### config.mk
export PLATFORM = sky130hd
export DESIGN_NAME = miller_rx_ctrl_flat
export DESIGN_NICKNAME = d
export VERILOG_FILES = /design/src/rtl/miller_rx_ctrl_if.sv /design/src/rtl/miller_rx_ctrl.sv /design/src/flat_wrapper.sv
export SDC_FILE = /design/constraint.sdc
export NUM_CORES = 1
export LEC_CHECK = 0
export BUFFER_PORTS_ARGS = -buffer_cell sky130_fd_sc_hd__buf_2
export CORE_MARGIN = 1.5
export CORE_UTILIZATION = 45
export DETAILED_ROUTE_END_ITERATION = 10
export PLACE_DENSITY = 0.72
export SLEW_MARGIN = 0
export SYNTH_ARGS = -nofsm -noshare
export SYNTH_HDL_FRONTEND = slang
export SYNTH_SLANG_ARGS = --single-unit
export TNS_END_PERCENT = 100
### constraint.sdc
create_clock -name dec_clk -period 2.95 [get_ports dec_clk]
set_clock_uncertainty 0.1 [all_clocks]
set_input_delay 0.1475 -clock dec_clk [delete_from_list [all_inputs] [get_ports dec_clk]]
set_output_delay 0.1475 -clock dec_clk [all_outputs]
set_load 0.03 [all_outputs]
### src/rtl/miller_rx_ctrl_if.sv
// Host/decoder-facing signal bundle of the Miller receive-window controller.
interface miller_rx_ctrl_if #(
    parameter int unsigned TMO_W = 16
);

    logic             rx_req;
    logic             rx_abort;
    logic [1:0]       cfg_m;
    logic [7:0]       cfg_len;
    logic [TMO_W-1:0] cfg_t1;
    logic             miller_en;
    logic [1:0]       m_value;
    logic             dec_start;
    logic             dec_bclk;
    logic             dec_data;
    logic             dec_done;
    logic             bit_data;
    logic             bit_valid;
    logic [7:0]       bit_cnt;
    logic             rx_busy;
    logic             rx_done;
    logic [1:0]       rx_status;

    // Host plus decoder side: issues requests/config and the raw decoder strobes.
    modport master (
        output rx_req, rx_abort, cfg_m, cfg_len, cfg_t1,
               dec_start, dec_bclk, dec_data, dec_done,
        input  miller_en, m_value, bit_data, bit_valid, bit_cnt,
               rx_busy, rx_done, rx_status
    );

    // Controller side.
    modport slave (
        input  rx_req, rx_abort, cfg_m, cfg_len, cfg_t1,
               dec_start, dec_bclk, dec_data, dec_done,
        output miller_en, m_value, bit_data, bit_valid, bit_cnt,
               rx_busy, rx_done, rx_status
    );

endinterface

### src/rtl/miller_rx_ctrl.sv
// Receive-window controller for the Miller subcarrier decoder: arms the decoder,
// enforces the T1 reply timeout, re-times bit strobes and reports window status.
module miller_rx_ctrl #(
    parameter int unsigned QUIET = 4,
    parameter int unsigned TMO_W = 16
) (
    input  logic            dec_clk,
    input  logic            rst_n,
    miller_rx_ctrl_if.slave bus
);

    localparam int unsigned LEN_W  = 8;
    localparam int unsigned SYNC_N = 4;
    localparam int unsigned QC_W   = (QUIET > 1) ? $clog2(QUIET) : 1;
    localparam logic [QC_W-1:0] QC_LAST = QC_W'(QUIET - 1);

    localparam logic [1:0] ST_OK    = 2'b00;
    localparam logic [1:0] ST_TMO   = 2'b01;
    localparam logic [1:0] ST_LEN   = 2'b10;
    localparam logic [1:0] ST_ABORT = 2'b11;

    typedef enum logic [2:0] {
        S_IDLE,
        S_ARM,
        S_WAIT_PRE,
        S_RECV,
        S_FINISH
    } state_t;

    state_t              state;
    logic [SYNC_N-1:0]   start_sr;
    logic [SYNC_N-1:0]   bclk_sr;
    logic [SYNC_N-1:0]   done_sr;
    logic [SYNC_N-2:0]   data_sr;
    logic [LEN_W-1:0]    len_q;
    logic [TMO_W-1:0]    t1_q;
    logic [TMO_W-1:0]    tmo_cnt;
    logic [QC_W-1:0]     quiet_cnt;

    logic                start_ev_c;
    logic                bclk_ev_c;
    logic                done_ev_c;
    logic [TMO_W-1:0]    tmo_inc_c;
    logic [LEN_W-1:0]    cnt_new_c;
    logic                fin_c;
    logic [1:0]          fin_status_c;

    // Decoder strobes cross into dec_clk: two synchronizer flops, then edge-detect stages.
    always_ff @(posedge dec_clk or negedge rst_n) begin
        if (!rst_n) begin
            start_sr <= '0;
            bclk_sr  <= '0;
            done_sr  <= '0;
            data_sr  <= '0;
        end else begin
            start_sr <= {start_sr[SYNC_N-2:0], bus.dec_start};
            bclk_sr  <= {bclk_sr[SYNC_N-2:0], bus.dec_bclk};
            done_sr  <= {done_sr[SYNC_N-2:0], bus.dec_done};
            data_sr  <= {data_sr[SYNC_N-3:0], bus.dec_data};
        end
    end

    // Rising edges seen at stage 3; data is taken from the same stage as the bit strobe.
    assign start_ev_c = start_sr[2] & ~start_sr[3];
    assign bclk_ev_c  = bclk_sr[2] & ~bclk_sr[3];
    assign done_ev_c  = done_sr[2] & ~done_sr[3];

    // Saturating next values for the timeout counter and the bit counter.
    always_comb begin
        tmo_inc_c = (tmo_cnt == '1) ? tmo_cnt : tmo_cnt + TMO_W'(1);
        cnt_new_c = bus.bit_cnt;
        if (bclk_ev_c && (bus.bit_cnt != '1)) begin
            cnt_new_c = bus.bit_cnt + LEN_W'(1);
        end
    end

    // Window-closing decision; abort first, a same-cycle bit is already counted in cnt_new_c.
    always_comb begin
        fin_c        = 1'b0;
        fin_status_c = ST_OK;
        case (state)
            S_ARM: begin
                if (bus.rx_abort) begin
                    fin_c        = 1'b1;
                    fin_status_c = ST_ABORT;
                end
            end
            S_WAIT_PRE: begin
                if (bus.rx_abort) begin
                    fin_c        = 1'b1;
                    fin_status_c = ST_ABORT;
                end else if (!start_ev_c && (t1_q != '0) && (tmo_inc_c == t1_q)) begin
                    fin_c        = 1'b1;
                    fin_status_c = ST_TMO;
                end
            end
            S_RECV: begin
                if (bus.rx_abort) begin
                    fin_c        = 1'b1;
                    fin_status_c = ST_ABORT;
                end else if ((len_q != '0) && bclk_ev_c && (cnt_new_c == len_q)) begin
                    fin_c        = 1'b1;
                    fin_status_c = ST_OK;
                end else if ((len_q == '0) && bclk_ev_c && (cnt_new_c == '1)) begin
                    fin_c        = 1'b1;
                    fin_status_c = ST_LEN;
                end else if (done_ev_c) begin
                    fin_c        = 1'b1;
                    fin_status_c = (len_q == '0) ? ST_OK : ST_LEN;
                end
            end
            default: begin
                fin_c        = 1'b0;
                fin_status_c = ST_OK;
            end
        endcase
    end

    // Window sequencing, decoder enable, bit delivery and status reporting.
    always_ff @(posedge dec_clk or negedge rst_n) begin
        if (!rst_n) begin
            state         <= S_IDLE;
            len_q         <= '0;
            t1_q          <= '0;
            tmo_cnt       <= '0;
            quiet_cnt     <= '0;
            bus.miller_en <= 1'b0;
            bus.m_value   <= 2'b00;
            bus.bit_data  <= 1'b0;
            bus.bit_valid <= 1'b0;
            bus.bit_cnt   <= '0;
            bus.rx_busy   <= 1'b0;
            bus.rx_done   <= 1'b0;
            bus.rx_status <= ST_OK;
        end else begin
            bus.bit_valid <= 1'b0;
            bus.rx_done   <= 1'b0;
            case (state)
                S_IDLE: begin
                    if (bus.rx_req && !bus.rx_abort) begin
                        bus.m_value   <= bus.cfg_m;
                        len_q         <= bus.cfg_len;
                        t1_q          <= bus.cfg_t1;
                        bus.bit_cnt   <= '0;
                        bus.rx_status <= ST_OK;
                        bus.rx_busy   <= 1'b1;
                        bus.miller_en <= 1'b1;
                        state         <= S_ARM;
                    end
                end
                S_ARM: begin
                    tmo_cnt <= '0;
                    state   <= S_WAIT_PRE;
                end
                S_WAIT_PRE: begin
                    tmo_cnt <= tmo_inc_c;
                    if (start_ev_c) begin
                        state <= S_RECV;
                    end
                end
                S_RECV: begin
                    if (bclk_ev_c) begin
                        bus.bit_valid <= 1'b1;
                        bus.bit_data  <= data_sr[2];
                        bus.bit_cnt   <= cnt_new_c;
                    end
                end
                S_FINISH: begin
                    if (quiet_cnt == QC_LAST) begin
                        bus.rx_busy <= 1'b0;
                        bus.rx_done <= 1'b1;
                        state       <= S_IDLE;
                    end else begin
                        quiet_cnt <= quiet_cnt + QC_W'(1);
                    end
                end
                default: state <= S_IDLE;
            endcase
            if (fin_c) begin
                bus.miller_en <= 1'b0;
                bus.rx_status <= fin_status_c;
                quiet_cnt     <= '0;
                state         <= S_FINISH;
            end
        end
    end

endmodule
### src/flat_wrapper.sv
// flat-port wrapper written by rule: the top's interface ports become plain ports
module miller_rx_ctrl_flat 
#(
    parameter int unsigned QUIET = 4,
    parameter int unsigned TMO_W = 16
)
  (dec_clk, rst_n, bus_rx_req, bus_rx_abort, bus_cfg_m, bus_cfg_len, bus_cfg_t1, bus_dec_start, bus_dec_bclk, bus_dec_data, bus_dec_done, bus_miller_en, bus_m_value, bus_bit_data, bus_bit_valid, bus_bit_cnt, bus_rx_busy, bus_rx_done, bus_rx_status);
  miller_rx_ctrl_if #(.TMO_W(TMO_W)) bus_i ();
  input  logic dec_clk;
  input  logic rst_n;
  input wire logic [$bits(bus_i.rx_req)-1:0] bus_rx_req;
  input wire logic [$bits(bus_i.rx_abort)-1:0] bus_rx_abort;
  input wire logic [$bits(bus_i.cfg_m)-1:0] bus_cfg_m;
  input wire logic [$bits(bus_i.cfg_len)-1:0] bus_cfg_len;
  input wire logic [$bits(bus_i.cfg_t1)-1:0] bus_cfg_t1;
  input wire logic [$bits(bus_i.dec_start)-1:0] bus_dec_start;
  input wire logic [$bits(bus_i.dec_bclk)-1:0] bus_dec_bclk;
  input wire logic [$bits(bus_i.dec_data)-1:0] bus_dec_data;
  input wire logic [$bits(bus_i.dec_done)-1:0] bus_dec_done;
  output wire logic [$bits(bus_i.miller_en)-1:0] bus_miller_en;
  output wire logic [$bits(bus_i.m_value)-1:0] bus_m_value;
  output wire logic [$bits(bus_i.bit_data)-1:0] bus_bit_data;
  output wire logic [$bits(bus_i.bit_valid)-1:0] bus_bit_valid;
  output wire logic [$bits(bus_i.bit_cnt)-1:0] bus_bit_cnt;
  output wire logic [$bits(bus_i.rx_busy)-1:0] bus_rx_busy;
  output wire logic [$bits(bus_i.rx_done)-1:0] bus_rx_done;
  output wire logic [$bits(bus_i.rx_status)-1:0] bus_rx_status;
  assign bus_i.rx_req = bus_rx_req;
  assign bus_i.rx_abort = bus_rx_abort;
  assign bus_i.cfg_m = bus_cfg_m;
  assign bus_i.cfg_len = bus_cfg_len;
  assign bus_i.cfg_t1 = bus_cfg_t1;
  assign bus_i.dec_start = bus_dec_start;
  assign bus_i.dec_bclk = bus_dec_bclk;
  assign bus_i.dec_data = bus_dec_data;
  assign bus_i.dec_done = bus_dec_done;
  assign bus_miller_en = bus_i.miller_en;
  assign bus_m_value = bus_i.m_value;
  assign bus_bit_data = bus_i.bit_data;
  assign bus_bit_valid = bus_i.bit_valid;
  assign bus_bit_cnt = bus_i.bit_cnt;
  assign bus_rx_busy = bus_i.rx_busy;
  assign bus_rx_done = bus_i.rx_done;
  assign bus_rx_status = bus_i.rx_status;
  miller_rx_ctrl #(.QUIET(QUIET), .TMO_W(TMO_W)) u_core (.dec_clk(dec_clk), .rst_n(rst_n), .bus(bus_i));
endmodule
**Word-level counts from Yosys, hierarchy flattened**

Cells that the tools add are included.
W data, S select, Z words.

- Bitwise operators: 6
- Muxes and demuxes: 43
- Eq/ne operators: 18
- Reductions and logical operators: 27
- Add/sub/neg operators: 3

Operator list:

| operator | count |
|---|---|
| $pmux W16 S2 | 1 |
| $mux W2 | 13 |
| $mux W8 | 3 |
| $add A16 B1 Y16 const B | 1 |
| $eq A16 B16 Y1 | 1 |
| $eq A16 B16 Y1 const B | 1 |
| $mux W1 | 16 |
| $mux W16 | 1 |
| $pmux W8 S2 | 1 |
| $reduce_bool A16 Y1 | 1 |
| $pmux W3 S5 | 1 |
| $mux W3 | 4 |
| $reduce_bool A2 Y1 | 6 |
| $ne A2 B1 Y1 const B | 5 |
| $ne A3 B1 Y1 const B | 3 |
| $add A8 B1 Y8 const B | 1 |
| $eq A8 B8 Y1 | 1 |
| $eq A8 B8 Y1 const B | 1 |
| $logic_and A1 B1 Y1 | 8 |
| $logic_not A8 Y1 | 1 |
| $ne A8 B8 Y1 const B | 1 |
| $reduce_and A2 Y1 | 4 |
| $reduce_bool A8 Y1 | 1 |
| $eq A3 B2 Y1 const B | 2 |
| other kinds (13) | 19 |

- Bits of input ports: 34
- Flip-flop bits (word level): 77
- Logic and storage cells: 114
- Output and inout bits: 17

**Longest topological paths before layout**

Gate-level depths: netlist of run 1.

- Word-level depth: 12
- Gate-level depth with buffers: 10
- Depth with buffers taken out: 8

**Least setup slack after synthesis of run 1**

Ideal clock, no wire load.

- Path type: register to register
- Start point: reg u_core.bus.bit_cnt[0]
- End point: reg u_core.bus.rx_status[1] (netlist bit)
- Period minus slack after synthesis: 2835 ps
- Buffers on the path: 0
- Required time: 2730 ps
- Setup slack: 115 ps
- Cell stages (with the launch flop): 9
- Arrival: 2615 ps
- Setup time: 120 ps
- Cells stage by stage: dfrtp_1 ha_1 nand3_1 and2_1 a32o_1 a2111oi_0 nand4_1 a21o_1 a41o_1

- Word-level cells in the longest chain between the ends: 11
- Elaborated cells on any way between the ends: 20
- Classes of those cells: 1 x add/sub; 3 x eq/ne; 10 x mux; 6 x reduce/logical

Ends and longest elaborated chain:

| item | RTL line | RTL |
|---|---|---|
| from (decl) | miller_rx_ctrl_if.sv:36 | `output miller_en, m_value, bit_data, bit_valid, bit_cnt,` |
| from (signal assigned) | miller_rx_ctrl.sv:165 | `bus.bit_cnt <= cnt_new_c;` |
| branches (longest 2 deep; another with $add A8 B1 Y8) | - |  |
| $mux W8 * | miller_rx_ctrl.sv:72 | `if (bclk_ev_c && (bus.bit_cnt != '1)) begin` |
| $eq A8 B8 Y1 | miller_rx_ctrl.sv:104 | `end else if ((len_q == '0) && bclk_ev_c && (cnt_new_c == '1)) begin` |
| $logic_and A1 B1 Y1 | miller_rx_ctrl.sv:104 |  |
| $mux W1 | miller_rx_ctrl.sv:104 |  |
| $mux W1 | miller_rx_ctrl.sv:101 | `end else if ((len_q != '0) && bclk_ev_c && (cnt_new_c == len_q)) begin` |
| $mux W1 | miller_rx_ctrl.sv:98 | `if (bus.rx_abort) begin` |
| $pmux W1 S3 | miller_rx_ctrl.sv:81 | `case (state)` |
| $reduce_bool A2 Y1 (no source line) | - |  |
| $reduce_and A2 Y1 (no source line) | - |  |
| to (signal assigned) | miller_rx_ctrl.sv:181 | `bus.rx_status <= fin_status_c;` |
| to (decl) | miller_rx_ctrl_if.sv:37 | `rx_busy, rx_done, rx_status` |

Every way passes the cells marked *.
A chain may end at the register's enable or synchronous reset.

**Worst setup path after layout of run 1**

- Start point: reg u_core.tmo_cnt[7]
- End point: reg u_core.bus.rx_status[1] (netlist bit)

- Word-level cells in the longest chain between the ends: 9
- Elaborated cells on any way between the ends: 12
- Classes of those cells: 1 x add/sub; 2 x eq/ne; 5 x mux; 4 x reduce/logical

Ends and longest elaborated chain:

| item | RTL line | RTL |
|---|---|---|
| from (decl) | miller_rx_ctrl.sv:37 | `logic [TMO_W-1:0] tmo_cnt;` |
| from (signal assigned) | miller_rx_ctrl.sv:156 | `tmo_cnt <= tmo_inc_c;` |
| $add A16 B1 Y16 / $eq A16 B16 Y1 (equally long branches) | miller_rx_ctrl.sv:70 | `tmo_inc_c = (tmo_cnt == '1) ? tmo_cnt : tmo_cnt + TMO_W'(1);` |
| $mux W16 * | miller_rx_ctrl.sv:70 |  |
| $eq A16 B16 Y1 * | miller_rx_ctrl.sv:92 | `end else if (!start_ev_c && (t1_q != '0) && (tmo_inc_c == t1_q)) begin` |
| $logic_and A1 B1 Y1 * | miller_rx_ctrl.sv:92 |  |
| $mux W1 * | miller_rx_ctrl.sv:92 |  |
| $mux W1 * | miller_rx_ctrl.sv:89 | `if (bus.rx_abort) begin` |
| $pmux W1 S3 * | miller_rx_ctrl.sv:81 |  |
| $reduce_bool A2 Y1 (no source line) | - |  |
| $reduce_and A2 Y1 (no source line) | - |  |

Mark *: on every way between the ends. The rest lies on a longest branch, timed or not.

==> parameters.txt, run 1 <==
Parameter                              Value

Outcome
  Outcome    complete, no violations

Yosys
  Most used standard cells in the synthesized netlist    77 x sky130_fd_sc_hd__dfrtp_1, 52 x sky130_fd_sc_hd__nand2_1, 31 x sky130_fd_sc_hd__a21oi_1, 27 x sky130_fd_sc_hd__mux2_2, 20 x sky130_fd_sc_hd__o21ai_0
  Count leader, synth    sky130_fd_sc_hd__dfrtp_1
  Post-synth net total    just under 500
  Largest cells by area after synthesis    sky130_fd_sc_hd__dfrtp_1 44%, sky130_fd_sc_hd__mux2_2 6.9%, sky130_fd_sc_hd__nand2_1 4.4%
  Synth Area per Inst    approximately 9.7 um2
  Number of synthesized flops with an enable pin    0
  Number of synthesized register bits    77
  Syn. warnings    0
  Post-synthesis instance area    4394 um2
  Most used flip-flop cell after synthesis    sky130_fd_sc_hd__dfrtp_1
  Cell variety after synth    69
  Synth Instances    between 400 and 500
  Synth async-reset ratio    100.0%
  Biggest area consumer among synthesized cells    sky130_fd_sc_hd__dfrtp_1
  Seq/Total Area, Yosys    between 40 and 50%
  Share of the synthesized area in the top cell type    43.85%

Power
  Internal Dissipation    between 2 and 2.5 mW
  Worst-case vdd ir drop    around 0.00046 V
  Cell Pwr Density    663.0 nW/um2
  Part of the total power dissipated in sequential elements    between 40% and 50%
  Switching share of total power    37.76%
  Power share of the combinational group    ~34%
  Share of power burned in the clock network    21.9%
  Switch Pwr    1.378 mW
  Leak Pwr    2.418 nW
  Total power after layout    3.649 mW

Routing
  Via Count    around 4100
  Via-to-Cell Ratio    a little under 6
  Iteration count of the initial detailed-routing pass    5
  Residual DRC count    0
  Detailed Route WL    ~12000 um
  Antenna viol nets, final    0
  Routed len/inst    16.85 um
  Number of DRC markers after the initial detailed-route iteration    308

Clock network
  TritonCTS clock tree    done
  Buffers from clock root to sink, at most    2
  Clock input transition at the sequential cells of the worst setup and hold paths    ~0.10 ns
  Clock latency at the later pin of the worst-skew pair    0.36 ns
  Clock Sink Count    77
  TritonCTS Buffers    9
  CTS HTree Levels    3
  CTS Root Cell    sky130_fd_sc_hd__clkbuf_8

Placement
  Routability congestion estimate from global placement    between 0.9 and 1
  # port buffers    50
  Detailed placement HPWL    between 8000 and 9000 um
  Total placed cells including tap cells    approximately 650

Run
  Number of max-cap violations    0

Global route
  Total routing usage reported by global routing    roughly a quarter
  Vias in the first global route    roughly 3900
  Total congestion overflow    0
  First-pass GRT wire length    roughly 19000 um
  Initial antenna violation count    0
  Largest net degree at the start of global routing    78

Final layout
  Antenna Diode Count    0
  Multi-input logic area    around 2300 um2
  Synth-to-layout area growth    25.26%
  Ratio of cells with drive above 1 in the final layout    a little over a quarter
  Total number of nets in the final design    around 600
  Sequential cell area in the final layout    1928 um2
  Filler cell count    roughly 830
  Final cell count without fillers    a little under 700

Floorplanning
  Standard-cell rows    35
  Die width    101.8 um
  Core area    about 9400 um2
  IO Pins    a little over 50
  Initial cell density of the core    46.89%
  Die Y    roughly 100 um
  DIE AREA    roughly 10000 um2

Worst setup path
  Type of the worst setup path    reg -> reg
  Required time of the critical path    roughly 3.1 ns
  Highest fanout seen on the critical path    8
  Critical path capture point type    flip-flop
  Category of the worst setup path launch point    flip-flop
  Critical Path AT    2.96 ns

Timing
  Number of max-slew violations in the final report    0
  Final hold vios    0
  Normalized max-slew margin    36.14%
  Tightest Pin Transition    between 0.9 and 1 ns
  Total negative slack    0 ns
  Fin crit period    between 2 and 3 ns
  Period Utilization, post-route    roughly 95%
  Fmax    0.3555 GHz
  Min Hold Slack    roughly 0.05 ns
  Count of endpoints failing setup in the final report    0

Hold path
  Tightest Hold Check Type    in -> reg
==> metal layers <==
metal	track usage [%]	part of all wire, %	vias to the layer above
met1	34.30	47	1954
met3	5.198	6.8	19
met5	0	0	-
met4	6.322	1.5	0
met2	35.95	45	172
li1	-	-	1912
==> flip-flops by register name, summed over array words and instances (netlist names), 3 cells and up <==
signal and count:
u_core.t1_q 16, u_core.tmo_cnt 16, u_core.bus.bit_cnt 8, u_core.len_q 8, u_core.bclk_sr 4, u_core.done_sr 4
u_core.start_sr 4, u_core.data_sr 3, u_core.state 3
==> power by group through the flow <==
| stage | Sequential (mW) | Combinational [mW] | Clock [mW] |
|---|---|---|---|
| 6_report | 1.61 | 1.24 | 0.800 |
| 5_1_grt | 1.65 | 1.36 | 0.874 |
| 4_1_cts | 1.60 | 1.23 | 0.826 |
| 3_5_place_dp | 1.62 | 1.19 | 0 |
| 3_3_place_gp | 1.61 | 1.17 | 0 |
| 2_1_floorplan | 1.63 | 0.781 | 0 |
==> stage by stage <==
stage               util, %  cell area [um2]  worst slack (ns)
floorplan                 -             4394            0.1148
global route          58.73             5504         -0.003349
detailed placement    53.18             4984           0.05354
finish                58.73             5504            0.1369
global placement      53.18             4984           0.02568
CTS                   58.61             5493           0.02920
==> final timing paths <==
kind | from | endpoint | slack [ns] | depth (start not counted)
min | bus_rx_abort | u_core.state[1] | 0.05 | 3
max in group asynchronous | rst_n | u_core.state[1] | 1.69 | 2
min in group asynchronous | rst_n | u_core.bclk_sr[3] | 0.38 | 2
min reg2reg | u_core.data_sr[0] | u_core.data_sr[1] | 0.25 | 0
max | u_core.tmo_cnt[7] | u_core.bus.rx_status[1] | 0.14 | 7
max reg2reg | u_core.tmo_cnt[7] | u_core.bus.rx_status[1] | 0.14 | 7
==> cells in the final DEF (no fill, tap or decap), types with 7 or more instances in the layout <==
cell / synthesis / final
sky130_fd_sc_hd__and3_1: 11 / 11
sky130_fd_sc_hd__buf_2: 13 / 49
sky130_fd_sc_hd__nor4_1: 12 / 11
sky130_fd_sc_hd__xor2_1: 8 / 8
sky130_fd_sc_hd__nor2_1: 18 / 18
sky130_fd_sc_hd__clkbuf_8: 0 / 9
sky130_fd_sc_hd__inv_1: 11 / 11
sky130_fd_sc_hd__o31ai_1: 7 / 7
sky130_fd_sc_hd__buf_4: 0 / 40
sky130_fd_sc_hd__dfrtp_1: 77 / 76
sky130_fd_sc_hd__mux2_2: 27 / 27
sky130_fd_sc_hd__nand3_1: 12 / 12
sky130_fd_sc_hd__and4_1: 8 / 8
sky130_fd_sc_hd__xnor2_1: 12 / 12
sky130_fd_sc_hd__nand2_1: 52 / 52
sky130_fd_sc_hd__a21oi_1: 31 / 31
sky130_fd_sc_hd__nor3_1: 10 / 10
sky130_fd_sc_hd__dlygate4sd3_1: 0 / 31
sky130_fd_sc_hd__nor2b_1: 7 / 7
sky130_fd_sc_hd__o21ai_0: 20 / 20
sky130_fd_sc_hd__nand4_1: 16 / 16
==> logic make-up (layout without fill, tap and decap cells) <==
group / after synthesis / count (layout) / share of synthesized area [%]
AND/OR/NAND/NOR: 178 / 178 / 23.49
AO/OA/AOI/OAI: 108 / 108 / 16.43
flip-flops: 77 / 77 / 43.85
buffers and inverters: 39 / 148 / 3.701
multiplexers: 29 / 29 / 7.688
XOR/XNOR: 20 / 20 / 3.986
adder cells (fa/ha/maj): 3 / 3 / 0.8543
==> worst max-delay path: stages (launching register included) <==
cell	delay, ns
sky130_fd_sc_hd__dfrtp_1	0.46
sky130_fd_sc_hd__and4_1	0.43
sky130_fd_sc_hd__o2111ai_1	0.30
sky130_fd_sc_hd__xnor2_1	0.23
sky130_fd_sc_hd__a21o_1	0.15
sky130_fd_sc_hd__nand4_1	0.14
sky130_fd_sc_hd__or4_4	0.61
sky130_fd_sc_hd__a41o_1	0.26
==> cell type report <==
cell class / instances / share of cell area [%]
Clock buffer: 9 / 2.251
Clock inverter: 7 / 1.364
Inverter: 12 / 0.8184
Multi-Input combinational cell: 338 / 42.06
Sequential cell: 77 / 35.03
Tap cell: 129 / 2.932
Timing Repair Buffer: 120 / 15.55
==> timing repair <==
item                                    4_1_cts  5_1_grt
setup buffers                                 0        0
endpoints found under the hold margin       107        0
hold buffers                                 31        0
gates resized for setup                       0        3
endpoints found under the setup margin        0        6
Note: power is estimated with default switching activity, not from simulation.
==> inputs of run 2 (changes only) <==
- CORE_UTILIZATION: 45 -> 50
- PLACE_DENSITY: 0.72 -> 0.78
==> run 2 against run 1 <==
  * Non-clock buffer count is 2 higher
  * Core utilization rose by 4.9 points
  * Die area fell by 9.7%
  * Critical endpoint unchanged
  * Highest routed layer unchanged
==> parameters.txt, run 2 (synthesis gave the netlist of run 1 again) <==
Parameter                              Value

Routing
  Antenna viol nets, final    0 (unchanged)
  Residual DRC count    0 (unchanged)
  Routed len/inst    17.67 um (was 16.85 um)
  Iteration count of the initial detailed-routing pass    5 (unchanged)
  Number of DRC markers after the initial detailed-route iteration    328 (was 308)
  Via Count    4040 (was 4057)
  Via-to-Cell Ratio    6.003 (was 5.863)
  Detailed Route WL    11890 um (was 11660 um)

Floorplanning
  Initial cell density of the core    50.88% (was 46.89%)
  Core area    8636 um2 (was 9371 um2)
  Die Y    96.75 um (was 101.8 um)
  DIE AREA    9360 um2 (was 10370 um2)
  Standard-cell rows    34 (was 35)
  IO Pins    51 (unchanged)
  Die width    96.75 um (was 101.8 um)

Final layout
  Final instance area    5493 um2 (was 5504 um2)
  Biggest registers after layout    u_core.t1_q x16, u_core.tmo_cnt x16 (unchanged)
  Commonest non-fill, non-tap cell in the layout    sky130_fd_sc_hd__dfrtp_1 (unchanged)
  Antenna Diode Count    0 (unchanged)
  Ratio of cells with drive above 1 in the final layout    27.26% (was 27.18%)
  Total number of nets in the final design    597 (was 595)
  Synth-to-layout area growth    25.00% (was 25.26%)
  Highest-count cells in the layout ignoring fill and taps    77 x sky130_fd_sc_hd__dfrtp_1, 52 x sky130_fd_sc_hd__nand2_1, 49 x sky130_fd_sc_hd__buf_2 (was 76 x sky130_fd_sc_hd__dfrtp_1, 52 x sky130_fd_sc_hd__nand2_1, 49 x sky130_fd_sc_hd__buf_2)
  Filler cell count    724 (was 825)

Timing
  Fmax    0.3644 GHz (was 0.3555 GHz)
  Normalized max-slew margin    36.53% (was 36.14%)
  Tightest Pin Transition    0.9521 ns (was 0.9579 ns)
  Period Utilization, post-route    93.03% (was 95.36%)
  Fin crit period    2.744 ns (was 2.813 ns)
  Number of max-slew violations in the final report    0 (unchanged)
  Final hold vios    0 (unchanged)
  Setup repair after global routing missed its margin    false
  Total negative slack    0 ns (unchanged)
  Min Hold Slack    0.03820 ns (was 0.04892 ns)
  Count of endpoints failing setup in the final report    0 (unchanged)

Power
  Worst-case vdd ir drop    0.0005239 V (was 0.0004643 V)
  Total power after layout    3.705 mW (was 3.649 mW)
  Part of the total power dissipated in sequential elements    43.5% (was 44.1%)
  Share of power burned in the clock network    22.3% (was 21.9%)
  Power share of the combinational group    34.2% (was 34.0%)
  Leak Pwr    2.435 nW (was 2.418 nW)
  Cell Pwr Density    674.6 nW/um2 (was 663.0 nW/um2)
  Switch Pwr    1.421 mW (was 1.378 mW)
  Switching share of total power    38.35% (was 37.76%)
  Internal Dissipation    2.285 mW (was 2.271 mW)

Worst setup path
  Worst path max stage delay    0.59 ns (was 0.61 ns)
  Cell Chain, Critical Path    and4_2 -> a211o_1 -> a211oi_1 -> o32a_1 -> nand4_1 -> or4_4 -> a41o_1 (was and4_1 -> o2111ai_1 -> xnor2_1 -> a21o_1 -> nand4_1 -> or4_4 -> a41o_1)
  Category of the worst setup path launch point    flip-flop (unchanged)
  Critical path capture point type    flip-flop (unchanged)
  Type of the worst setup path    reg -> reg (unchanged)
  Required time of the critical path    3.10 ns (about the same)
  Critical Path AT    2.90 ns (was 2.96 ns)
  Critical-path top delay cell    sky130_fd_sc_hd__or4_4 (unchanged)
  Highest fanout seen on the critical path    8 (unchanged)

Global route
  Total congestion overflow    0 (unchanged)
  Total routing usage reported by global routing    25.84% (was 23.63%)
  First-pass GRT wire length    19490 um (was 19030 um)
  Vias in the first global route    3925 (was 3872)
  Initial antenna violation count    0 (unchanged)
  Largest net degree at the start of global routing    78 (unchanged)

Clock network
  Clock Sink Count    77 (unchanged)
  TritonCTS clock tree    done (unchanged)
  CTS Root Cell    sky130_fd_sc_hd__clkbuf_8 (unchanged)
  Buffers from clock root to sink, at most    2 (unchanged)
  Clock latency at the later pin of the worst-skew pair    0.36 ns (about the same)
  CTS HTree Levels    3 (unchanged)
  TritonCTS Buffers    9 (unchanged)
  Clock input transition at the sequential cells of the worst setup and hold paths    0.09 ns (was 0.10 ns)

Hold path
  Tightest Hold Check Type    in -> reg (unchanged)

Placement
  Routability congestion estimate from global placement    0.9445 (was 0.9459)
  # port buffers    50 (unchanged)
  Detailed placement HPWL    8397 um (was 8164 um)
  Instance area after placement    4957 um2 (was 4984 um2)

Outcome
  Outcome    complete, no violations (unchanged)

Run
  Number of max-cap violations    0 (unchanged)
run 2: path summary, 6_finish.rpt:
check / from / to / slack, ns / cells after the start
worst max-delay path: u_core.tmo_cnt[11] / u_core.bus.rx_status[1] / 0.21 / 7
worst min-delay path: bus_rx_abort / u_core.state[1] / 0.04 / 3
worst max register to register: u_core.tmo_cnt[11] / u_core.bus.rx_status[1] / 0.21 / 7
worst min register to register: u_core.bclk_sr[0] / u_core.bclk_sr[1] / 0.26 / 0
max in group asynchronous: rst_n / u_core.t1_q[4] / 1.76 / 2
min in group asynchronous: rst_n / u_core.bus.bit_cnt[6] / 0.37 / 2
run 2: power groups by stage:
stage | clock network, mW | logic (mW) | registers (mW)
after floorplan | 0 | 0.781 | 1.63
after global placement | 0 | 1.18 | 1.60
after detailed placement | 0 | 1.22 | 1.62
after CTS | 0.853 | 1.26 | 1.60
after global routing | 0.885 | 1.39 | 1.64
final | 0.826 | 1.27 | 1.61
run 2: cell type report:
| cell class | instances | area [um2] | share of cell area, % |
|---|---|---|---|
| sequential | 77 | 1927 | 35.08 |
| inverter | 12 | 45.04 | 0.8200 |
| multi-input combinational | 338 | 2310 | 42.05 |
| clock inverter | 7 | 81.33 | 1.481 |
| tap | 108 | 135.1 | 2.460 |
| clock buffer | 9 | 123.9 | 2.255 |
| timing repair buffer | 122 | 870.8 | 15.85 |
run 2: metal layers:
metal | part of all wire, % | global-route usage (%) | up-vias
li1 | - | - | 1912
met1 | 44 | 35.59 | 1938
met2 | 48 | 40.99 | 170
met3 | 6.7 | 5.347 | 20
met4 | 1.8 | 8.361 | 0
met5 | 0 | 0 | -
run 2: through the flow:
stage	setup WS, ns	util [%]	instances
after global placement	0.1512	57.40	624
after detailed placement	0.09745	57.40	624
final	0.2057	63.60	673
after global routing	0.01068	63.60	673
after CTS	0.07138	63.37	671
after floorplan	0.1148	-	454
run 2: worst max-delay path, delay by kind of cell (launching register included):
kind,cells,cell delay [ns]
and+or+nand+nor,3,1.04
AOI/OAI and AO/OA,4,1.04
DFF,1,0.47
run 2: what timing repair did:
action,4_1_cts,5_1_grt
hold buffers,31,0
endpoints found under the hold margin,107,0
resized for setup,0,2
setup endpoints to repair,0,6
buffers inserted,0,2
